### src/rtl/muldiv_sequencer_if.sv
// Request/response bundle between the execute stage and the RV32M sequencer.
interface muldiv_sequencer_if #(parameter int XLEN = 32);
    logic            start;
    logic            kill;
    logic [2:0]      Funct3;
    logic [XLEN-1:0] SrcA;
    logic [XLEN-1:0] SrcB;
    logic            busy;
    logic            done;
    logic [XLEN-1:0] Result;

    modport master (output start, kill, Funct3, SrcA, SrcB, input busy, done, Result);
    modport slave  (input start, kill, Funct3, SrcA, SrcB, output busy, done, Result);
endinterface

### src/rtl/muldiv_sequencer.sv
// Iterative RV32M unit: radix-2 shift-add multiply and restoring divide, one bit per cycle.
// Define MULDIV_FAST_PATH_EN to let trivial operations (x0 multiply, /0, signed overflow) skip CALC.
module muldiv_sequencer #(
    parameter int XLEN = 32
) (
    input logic clk,
    input logic rst_n,
    muldiv_sequencer_if.slave bus
);
    localparam int CW = $clog2(XLEN) + 1;

    typedef enum logic [1:0] {IDLE = 2'd0, CALC = 2'd1, DONE = 2'd2} state_t;

    state_t            state, state_nxt;
    logic              load, step, write_res;
    logic [CW-1:0]     cnt;
    logic [2:0]        op;
    logic [XLEN-1:0]   mag_a, mag_b;
    logic              res_neg, div_zero;
    logic [2*XLEN-1:0] acc, acc_nxt;
    logic [XLEN-1:0]   result_q, final_result;

    logic              a_signed, b_signed, a_neg, b_neg;
    logic              in_is_div, in_is_rem, in_div_zero, in_res_neg;
    logic [XLEN-1:0]   in_mag_a, in_mag_b;
    logic              fast_hit;

    logic [XLEN:0]     mul_sum, rem_shift;
    logic [XLEN-1:0]   rem_sub, quo, rem;
    logic              rem_ge;
    logic [2*XLEN-1:0] prod;

    // Remainder follows the dividend's sign; everything else follows the product/quotient sign.
    always_comb begin
        in_is_div   = bus.Funct3[2];
        in_is_rem   = bus.Funct3[2] & bus.Funct3[1];
        a_signed    = ~bus.Funct3[0] | (bus.Funct3 == 3'b001);
        b_signed    = (~bus.Funct3[2] & ~bus.Funct3[1]) | (bus.Funct3[2] & ~bus.Funct3[0]);
        a_neg       = a_signed & bus.SrcA[XLEN-1];
        b_neg       = b_signed & bus.SrcB[XLEN-1];
        in_mag_a    = a_neg ? (-bus.SrcA) : bus.SrcA;
        in_mag_b    = b_neg ? (-bus.SrcB) : bus.SrcB;
        in_div_zero = in_is_div & (bus.SrcB == '0);
        in_res_neg  = in_is_rem ? a_neg : (a_neg ^ b_neg);
    end

`ifdef MULDIV_FAST_PATH_EN
    logic [XLEN-1:0] fast_result;

    always_comb begin
        fast_hit    = 1'b0;
        fast_result = '0;
        if (!in_is_div && ((bus.SrcA == '0) || (bus.SrcB == '0))) begin
            fast_hit = 1'b1;
        end else if (in_div_zero) begin
            fast_hit    = 1'b1;
            fast_result = in_is_rem ? bus.SrcA : '1;
        end else if (in_is_div && !bus.Funct3[0] && (bus.SrcA == {1'b1, {(XLEN-1){1'b0}}})
                     && (bus.SrcB == '1)) begin
            fast_hit    = 1'b1;
            fast_result = in_is_rem ? '0 : bus.SrcA;
        end
    end
`else
    assign fast_hit = 1'b0;
`endif

    // Multiply: add into the upper half and shift the pair right, so the low half collects product bits.
    // Divide: upper half is the partial remainder, lower half collects quotient bits.
    always_comb begin
        mul_sum   = {1'b0, acc[2*XLEN-1:XLEN]} + (mag_b[0] ? {1'b0, mag_a} : '0);
        rem_shift = {acc[2*XLEN-1:XLEN], mag_a[XLEN-1]};
        rem_ge    = (rem_shift >= {1'b0, mag_b});
        rem_sub   = rem_shift[XLEN-1:0] - mag_b;
        if (op[2]) begin
            acc_nxt = {(rem_ge ? rem_sub : rem_shift[XLEN-1:0]), acc[XLEN-2:0], rem_ge};
        end else begin
            acc_nxt = {mul_sum, acc[XLEN-1:1]};
        end
    end

    always_comb begin
        prod = res_neg ? (-acc_nxt) : acc_nxt;
        quo  = acc_nxt[XLEN-1:0];
        rem  = acc_nxt[2*XLEN-1:XLEN];
        case (op)
            3'b000:                 final_result = prod[XLEN-1:0];
            3'b001, 3'b010, 3'b011: final_result = prod[2*XLEN-1:XLEN];
            3'b100, 3'b101:         final_result = div_zero ? '1 : (res_neg ? (-quo) : quo);
            default:                final_result = res_neg ? (-rem) : rem;
        endcase
    end

    always_ff @(posedge clk or negedge rst_n) begin
        if (!rst_n) state <= IDLE;
        else        state <= state_nxt;
    end

    // kill wins over start in every state; start is only honoured outside CALC.
    always_comb begin
        state_nxt = state;
        load      = 1'b0;
        step      = 1'b0;
        write_res = 1'b0;
        case (state)
            CALC: begin
                if (bus.kill) begin
                    state_nxt = IDLE;
                end else begin
                    step = 1'b1;
                    if (cnt == CW'(XLEN - 1)) begin
                        state_nxt = DONE;
                        write_res = 1'b1;
                    end
                end
            end
            default: begin
                if (bus.kill) begin
                    state_nxt = IDLE;
                end else if (bus.start) begin
                    load      = 1'b1;
                    state_nxt = fast_hit ? DONE : CALC;
                end else begin
                    state_nxt = IDLE;
                end
            end
        endcase
    end

    always_ff @(posedge clk or negedge rst_n) begin
        if (!rst_n) begin
            cnt      <= '0;
            op       <= '0;
            mag_a    <= '0;
            mag_b    <= '0;
            res_neg  <= 1'b0;
            div_zero <= 1'b0;
            acc      <= '0;
            result_q <= '0;
        end else begin
            if (load) begin
                op       <= bus.Funct3;
                mag_a    <= in_mag_a;
                mag_b    <= in_mag_b;
                res_neg  <= in_res_neg;
                div_zero <= in_div_zero;
                acc      <= '0;
                cnt      <= '0;
`ifdef MULDIV_FAST_PATH_EN
                if (fast_hit) result_q <= fast_result;
`endif
            end else if (step) begin
                acc <= acc_nxt;
                cnt <= cnt + 1'b1;
                if (op[2]) mag_a <= mag_a << 1;
                else       mag_b <= mag_b >> 1;
            end
            if (write_res) result_q <= final_result;
        end
    end

    assign bus.busy   = (state == CALC);
    assign bus.done   = (state == DONE);
    assign bus.Result = result_q;
endmodule

### src/flat_wrapper.sv
// flat-port wrapper written by rule: the top's interface ports become plain ports
module muldiv_sequencer_flat 
#(
    parameter int XLEN = 32
)
  (clk, rst_n, bus_start, bus_kill, bus_Funct3, bus_SrcA, bus_SrcB, bus_busy, bus_done, bus_Result);
  muldiv_sequencer_if #(.XLEN(XLEN)) bus_i ();
  input logic clk;
  input logic rst_n;
  input wire logic [$bits(bus_i.start)-1:0] bus_start;
  input wire logic [$bits(bus_i.kill)-1:0] bus_kill;
  input wire logic [$bits(bus_i.Funct3)-1:0] bus_Funct3;
  input wire logic [$bits(bus_i.SrcA)-1:0] bus_SrcA;
  input wire logic [$bits(bus_i.SrcB)-1:0] bus_SrcB;
  output wire logic [$bits(bus_i.busy)-1:0] bus_busy;
  output wire logic [$bits(bus_i.done)-1:0] bus_done;
  output wire logic [$bits(bus_i.Result)-1:0] bus_Result;
  assign bus_i.start = bus_start;
  assign bus_i.kill = bus_kill;
  assign bus_i.Funct3 = bus_Funct3;
  assign bus_i.SrcA = bus_SrcA;
  assign bus_i.SrcB = bus_SrcB;
  assign bus_busy = bus_i.busy;
  assign bus_done = bus_i.done;
  assign bus_Result = bus_i.Result;
  muldiv_sequencer #(.XLEN(XLEN)) u_core (.clk(clk), .rst_n(rst_n), .bus(bus_i));
endmodule
### config.mk
export PLATFORM = sky130hd
export DESIGN_NAME = muldiv_sequencer_flat
export DESIGN_NICKNAME = d
export VERILOG_FILES = /design/src/rtl/muldiv_sequencer_if.sv /design/src/rtl/muldiv_sequencer.sv /design/src/flat_wrapper.sv
export SDC_FILE = /design/constraint.sdc
export NUM_CORES = 1
export LEC_CHECK = 0
export BUFFER_PORTS_ARGS = -buffer_cell sky130_fd_sc_hd__buf_2
export CAP_MARGIN = 20
export CORE_MARGIN = 2
export CORE_UTILIZATION = 40
export CTS_CLUSTER_SIZE = 20
export DETAILED_ROUTE_END_ITERATION = 6
export PLACE_DENSITY = 0.53
export SETUP_SLACK_MARGIN = 0.05
export SYNTH_ARGS = -nofsm -noshare
export SYNTH_HDL_FRONTEND = slang
export SYNTH_SLANG_ARGS = --single-unit
export TNS_END_PERCENT = 1
### constraint.sdc
create_clock -name clk -period 6.29 [get_ports clk]
set_clock_uncertainty 0.2 [all_clocks]
set_input_delay 0.629 -clock clk [delete_from_list [all_inputs] [get_ports clk]]
set_output_delay 0.629 -clock clk [all_outputs]
set_load 0.1 [all_outputs]
==> flow_summary.yaml, run 1 <==
status:
  status: "finished, final reports clean"
cts:
  cts_buffers: 17
  tritoncts: "built"
  post-cts-setup-buffers: 0
  clockBufferDepth: 2
  cts.sinks: 173
  h-tree-depth: 4
  clk_latency_ns: 0.51
  clk_pin_slew_ns: 0.08
  cts-root-buf: "clkbuf_16"
sta:
  tns_ns: 0
  slew_headroom_pct: 33.6
  fmax_ghz: 0.172
  setup_viol: 0
  drv_slew: 0
  rsz0062_at_grt: "no"
  worstMarginPinSlew_ns: 0.972
  period_needed_ns: 5.80
  fin_crit_sh_pct: 92.2
  finalHoldViolations: 0
layout:
  fill_cells: 4106
  area_growth_pct: 10.2
  antenna_cells: 0
  nNetsFinal: 2281
  layout-drive-gt1-share_pct: 11.7
  fin_util_pct: 44.7
synthesis:
  synth_seq_cells: 173
  syn-instance-count: 2093
  ys_seq_area_share_pct: 26.9
  synth_top_area_share_pct: 26.9
  synth_nets: 2236
  synthArstFlopShare_pct: 100
  yosys_warnings: 0
  ys_types: 104
  syn_avg_cell_area_um2: 7.70
  synth_edf_count: 0
  syn_area_um2: 16100
  ys.flop_type: "dfrtp_1"
  yosysTopAreaCell: "dfrtp_1"
  synth.area.top_cells: "dfrtp_1 (27%), o21ai_0 (7.6%), nand2_1 (6.6%)"
critical_path:
  cp.arrival_ns: 6.00
  cp_max_fo: 18
  required_ns: 6.49
  start_kind: "register"
  worst_setup_path_end_kind: "register"
  crit_type: "register to register"
route:
  vias: 16300
  via_per_inst: 6.09
  drtAntennaViolNets: 0
  wl_per_cell_um: 23.0
  drt-initial-drc-count: 1376
  drcViolationCount: 0
  first_pass_iters: 7
  routed_wl_um: 61700
floorplan:
  fp.dieArea_um2: 41900
  core-area_um2: 39700
  fp.dieW_um: 205
  num_rows: 73
  fp.dieH_um: 205
  pin_count: 105
  start_util_pct: 40.6
global_route:
  grt_pass1_wl_um: 93900
  antenna_found_initial: 0
  grt_max_degree: 102
  grt_pass1_vias: 15300
  grt_overflow: 0
  gr-usage-all-layers_pct: 29.7
placed_design:
  gp_congestion: 0.970
  io_buffers: 104
  dp_hpwl_um: 47500
worst_hold_path:
  holdCritPathClass: "input port to register"
pwr:
  leakage_nw: 7.47
  worst_ir_drop_vdd_uv: 217
  power.density_nw_per_um2: 518
flow_run:
  drv_cap: 0
==> cells in the mapped netlist (all sizes together) (6+ instances only) <==
library cell,n
o311ai,6
ha,70
nand3,46
nor3,54
nor2b,16
nor2,142
o41ai,14
a22oi,10
nand2b,15
o211ai,11
mux2i,64
a211oi,21
o21ai,259
and2,42
or3,29
a21oi,169
xnor2,88
a31o,8
or4,13
a21o,22
o22ai,9
o21a,23
inv,58
nand2,285
o21bai,6
dfrtp,173
a31oi,39
and3,14
nor4,18
clkbuf,87
o221ai,11
a21boi,6
buf,35
or2,14
xor2,57
o31a,7
o31ai,28
a22o,21
nand4,30
==> state kept, by name, indices dropped and copies added, names as in the netlist <==
| signal | cells |
|---|---|
| u_core.op | 3 |
| u_core.bus.Result | 32 |
| u_core.cnt | 6 |
| u_core.div_zero | 1 |
| u_core.res_neg | 1 |
| u_core.acc | 64 |
| u_core.state | 2 |
| u_core.mag_b | 32 |
| u_core.mag_a | 32 |
==> final cells by class <==
type / count / area, um2 / area share [%]
multi-input cells: 1740 / 11100 / 62.5
inverters: 58 / 218 / 1.23
clock inverters: 13 / 129 / 0.726
well taps: 525 / 657 / 3.70
flip-flops and latches: 173 / 4330 / 24.4
clock buffers: 19 / 443 / 2.49
repair buffers: 148 / 885 / 4.98
==> worst max-delay path, cell delays in order (launching register included) <==
cell     delay, ns
dfrtp_1       0.46
ha_1          0.42
a21oi_1       0.31
o21ai_1       0.17
or2_1         0.31
o31a_2        0.43
nor2_4        0.55
nor2_1        0.17
a21oi_1       0.23
ha_1          0.22
nand2_1       0.18
nor4_1        0.23
buf_4         0.20
and3_1        0.40
nor2_1        0.27
a21oi_1       0.40
nand3_1       0.12
a21o_1        0.23
a22o_1        0.19
==> metal layers <==
layer | share of wire (%) | routed length [um] | track usage, %
met5 | 0 | 0 | 0
met3 | 4.9 | 3040 | 4.61
met4 | 2.7 | 1700 | 10.2
met1 | 45 | 27700 | 39.5
met2 | 47 | 29200 | 48.8
==> cell families after synthesis <==
family	count (synthesis)	synth area share [%]
flip-flops	173	26.9
AO/OA/AOI/OAI	720	28.8
AND/OR/NAND/NOR	735	21.9
buffers and inverters	180	4.59
multiplexers	68	4.25
XOR/XNOR	145	7.88
adder cells (fa/ha/maj)	72	5.68
==> worst paths after layout <==
kind                                      startpoint                     to  slack [ns]  cells after the start
min in group asynchronous                      rst_n   u_core.bus.Result[1]        0.51                      2
worst max-delay path                  u_core.acc[47]  u_core.bus.Result[24]        0.49                     18
max in group asynchronous                      rst_n       u_core.mag_b[21]        4.28                      3
worst max register to register        u_core.acc[47]  u_core.bus.Result[24]        0.49                     18
worst min-delay path                   bus_Funct3[0]           u_core.op[0]        0.20                      3
worst min register to register  u_core.bus.Result[4]   u_core.bus.Result[4]        0.28                      2
==> report_power, final <==
group | total (mW) | leakage, nW | switching [mW] | internal, mW
clock network | 1.11 | 0.281 | 0.548 | 0.563
registers | 1.72 | 2.30 | 0.364 | 1.36
logic | 6.37 | 4.89 | 4.14 | 2.23
==> timing repair <==
item / CTS / global route
gates resized for setup: 0 / 0
hold buffers: 1 / 0
hold endpoints to repair: 24 / 0
==> per-stage QoR <==
| step | std cells | hold slack, ns | area (um2) | worst slack [ns] | power [mW] |
|---|---|---|---|---|---|
| final | 2676 | 0.201 | 17800 | 0.491 | 9.20 |
| after global routing | 2676 | 0.208 | 17800 | 0.139 | 9.83 |
| after global placement | 2642 | 0.263 | 17200 | 0.575 | 7.96 |
| after floorplan | 2093 | 0.133 | 16100 | 1.56 | 6.02 |
| after detailed placement | 2643 | 0.267 | 17200 | 0.627 | 7.96 |
| after CTS | 2676 | 0.174 | 17800 | 0.585 | 9.11 |
==> layout by cell type, fill, tap and decap left out, types with 52 or more instances in the layout <==
cell,count
nand2_1,281
o21ai_0,244
dfrtp_1,171
a21oi_1,163
nor2_1,136
buf_2,103
xnor2_1,88
ha_1,70
mux2i_1,64
inv_1,57
xor2_1,57
nor3_1,52
Power figures use the tool's default switching activity.
==> run 2: changes to the inputs <==
--- a/config.mk
+++ b/config.mk
@@ -8,10 +8,10 @@
 export BUFFER_PORTS_ARGS = -buffer_cell sky130_fd_sc_hd__buf_2
 export CAP_MARGIN = 20
 export CORE_MARGIN = 2
-export CORE_UTILIZATION = 40
+export CORE_UTILIZATION = 35
 export CTS_CLUSTER_SIZE = 20
 export DETAILED_ROUTE_END_ITERATION = 6
-export PLACE_DENSITY = 0.53
+export PLACE_DENSITY = 0.47
 export SETUP_SLACK_MARGIN = 0.05
 export SYNTH_ARGS = -nofsm -noshare
 export SYNTH_HDL_FRONTEND = slang
==> run 2 against run 1 <==
Effect of this change:
- sequential share of layout area down 0.22 points
- design area up 0.89%
- highest routed layer unchanged
- global-route usage down 2.8 points
- setup slack better by 0.17 ns
- die area up 14%
- non-clock buffer count unchanged
- total power up 2.4%
- clock power up 7%
- first-iteration DRC count up 1.1%
==> flow_summary.yaml, run 2 (synthesis results as in run 1) <==
global_route:
  grt_pass1_vias: 15300
  gr-usage-all-layers_pct: 26.9
  grt_max_degree: 92
  antenna_found_initial: 2
  grt_overflow: 0
  grt_pass1_wl_um: 96400
sta:
  setup_viol: 0
  rsz0062_at_grt: "no"
  worstMarginPinSlew_ns: 1.08
  fin_crit_sh_pct: 89.4
  fmax_ghz: 0.178
  whs_ns: 0.210
  tns_ns: 0
  setup_slack_ns: 0.665
  slew_headroom_pct: 27.7
  period_needed_ns: 5.62
  drv_slew: 0
  finalHoldViolations: 0
critical_path:
  crit_type: "register to register"
  cp_num_cells: 18
  crit_path_frequent_cell: "a21oi_1"
  path_cells: "ha_1, a21oi_1, o21ai_1, or2_1, o31a_2, nor2_4, nor2_1, a21oi_1, ha_1, nand2_1, nor4_1, buf_4, and3_1, nor2_1, a21oi_1, nand3_1, a21o_1, a22o_1"
  required_ns: 6.50
  cp_max_fo: 13
  worst-path-buf-inv: 1
  reg2reg_depth: 18
  worst_setup_path_end_kind: "register"
  crit_end: "u_core.bus.Result[24]"
  cp-startpoint: "u_core.acc[47]"
  crit_family: "compound AO/OA/AOI/OAI gates"
  slowest_delay_ns: 0.48
  start_kind: "register"
  r2r_end: "u_core.bus.Result[24]"
  cp.arrival_ns: 5.84
  ff2ff_setup_slack_ns: 0.67
  crit_slowest_cell: "dfrtp_1"
  r2r-start: "u_core.acc[47]"
route:
  wl_per_cell_um: 23.1
  vias: 16100
  drcViolationCount: 0
  drtAntennaViolNets: 0
  routed_wl_um: 63500
  drt-initial-drc-count: 1391
  via_per_inst: 5.84
  first_pass_iters: 5
floorplan:
  fp.dieH_um: 219
  pin_count: 105
  fp.dieArea_um2: 47800
  num_rows: 78
  fp.dieW_um: 219
  core-area_um2: 45400
  start_util_pct: 35.5
cts:
  cts.sinks: 173
  cts-root-buf: "clkbuf_16"
  tritoncts: "built"
  h-tree-depth: 4
  clk_pin_slew_ns: 0.08
  clockBufferDepth: 2
  ctsResizeCount: 0
  cts_buffers: 17
  clk_latency_ns: 0.52
placed_design:
  post-place-ws_ns: 0.391
  io_buffers: 104
  gp_congestion: 0.917
  dp.cells: 2715
  dp_hpwl_um: 49500
pwr:
  leakage_nw: 7.51
  power.density_nw_per_um2: 526
  worst_ir_drop_vdd_uv: 255
layout:
  final_cell_mix: "nand2_1 (281), o21ai_0 (244), dfrtp_1 (171)"
  mostFrequentLayoutCell: "nand2_1"
  multi_input_area_um2: 11100
  area_growth_pct: 11.2
  layout-drive-gt1-share_pct: 11.7
  finish.cell_count_without_fillers: 2751
  ff_latch_area_um2: 4330
  antenna_cells: 0
  top_register: "u_core.acc"
  largest_reg_flops: 64
  fin_util_pct: 39.5
  fill_cells: 4773
  nNetsFinal: 2281
worst_hold_path:
  holdCritPathClass: "input port to register"
flow_run:
  drv_cap: 0
status:
  status: "finished, final reports clean"
run 2: changes by cell type in the layout (fill, tap and decap cells not counted), sizes merged:
| cell | change |
|---|---|
| inv | -3 |
| bufinv | +2 |
| clkbuf | +2 |
| buf | -1 |
run 2: layer usage:
layer	wire length (um)	up-vias	part of all wire, %	global-route usage, %
met5	0	-	0	0
met3	3180	80	5.0	4.04
met2	29700	453	47	44.0
met1	29100	7798	46	36.4
li1	-	7741	-	-
met4	1570	0	2.5	7.98
run 2: cell type report:
cell class	instances	area share [%]
clock buffers	20	2.61
clock inverters	12	0.894
inverters	58	1.22
multi-input cells	1740	61.9
flip-flops and latches	173	24.2
well taps	600	4.19
repair buffers	148	5.02
run 2: power breakdown:
| group | switching [mW] | total [mW] | leakage, nW | internal [mW] |
|---|---|---|---|---|
| registers | 0.374 | 1.73 | 2.30 | 1.36 |
| clock network | 0.535 | 1.19 | 0.307 | 0.658 |
| logic | 4.25 | 6.49 | 4.90 | 2.24 |
run 2: metrics by stage:
step	total power [mW]	instance area [um2]
2_1_floorplan	6.02	16100
3_3_place_gp	8.14	17200
3_5_place_dp	8.10	17300
4_1_cts	9.33	17900
5_1_grt	10.1	17900
6_report	9.42	17900
run 2: worst min path at each step:
stage | from | to | slack, ns | cells after the start
4_1_cts | bus_SrcA[1] | u_core.mag_a[1] | 0.17 | 3
3_5_place_dp | u_core.bus.Result[13] | u_core.bus.Result[13] | 0.27 | 2
5_1_grt | bus_SrcA[1] | u_core.mag_a[1] | 0.22 | 3
3_3_place_gp | u_core.bus.Result[13] | u_core.bus.Result[13] | 0.26 | 2
6_report | bus_SrcA[1] | u_core.mag_a[1] | 0.21 | 3
2_1_floorplan | rst_n | u_core.acc[0] | 0.13 | 0
run 2: timing repair:
action,CTS,global route
endpoints found under the hold margin,16,0
hold buffers,1,0
setup buffers,0,3
endpoints found under the setup margin,0,1
run 2: worst register-to-register path, delay by kind of cell, from the launching register on:
family / cells / cell delay (ns)
compound gates: 7 / 2.03
fa+ha+maj: 2 / 0.68
buf+inv: 1 / 0.21
flops: 1 / 0.48
simple gates: 8 / 1.94
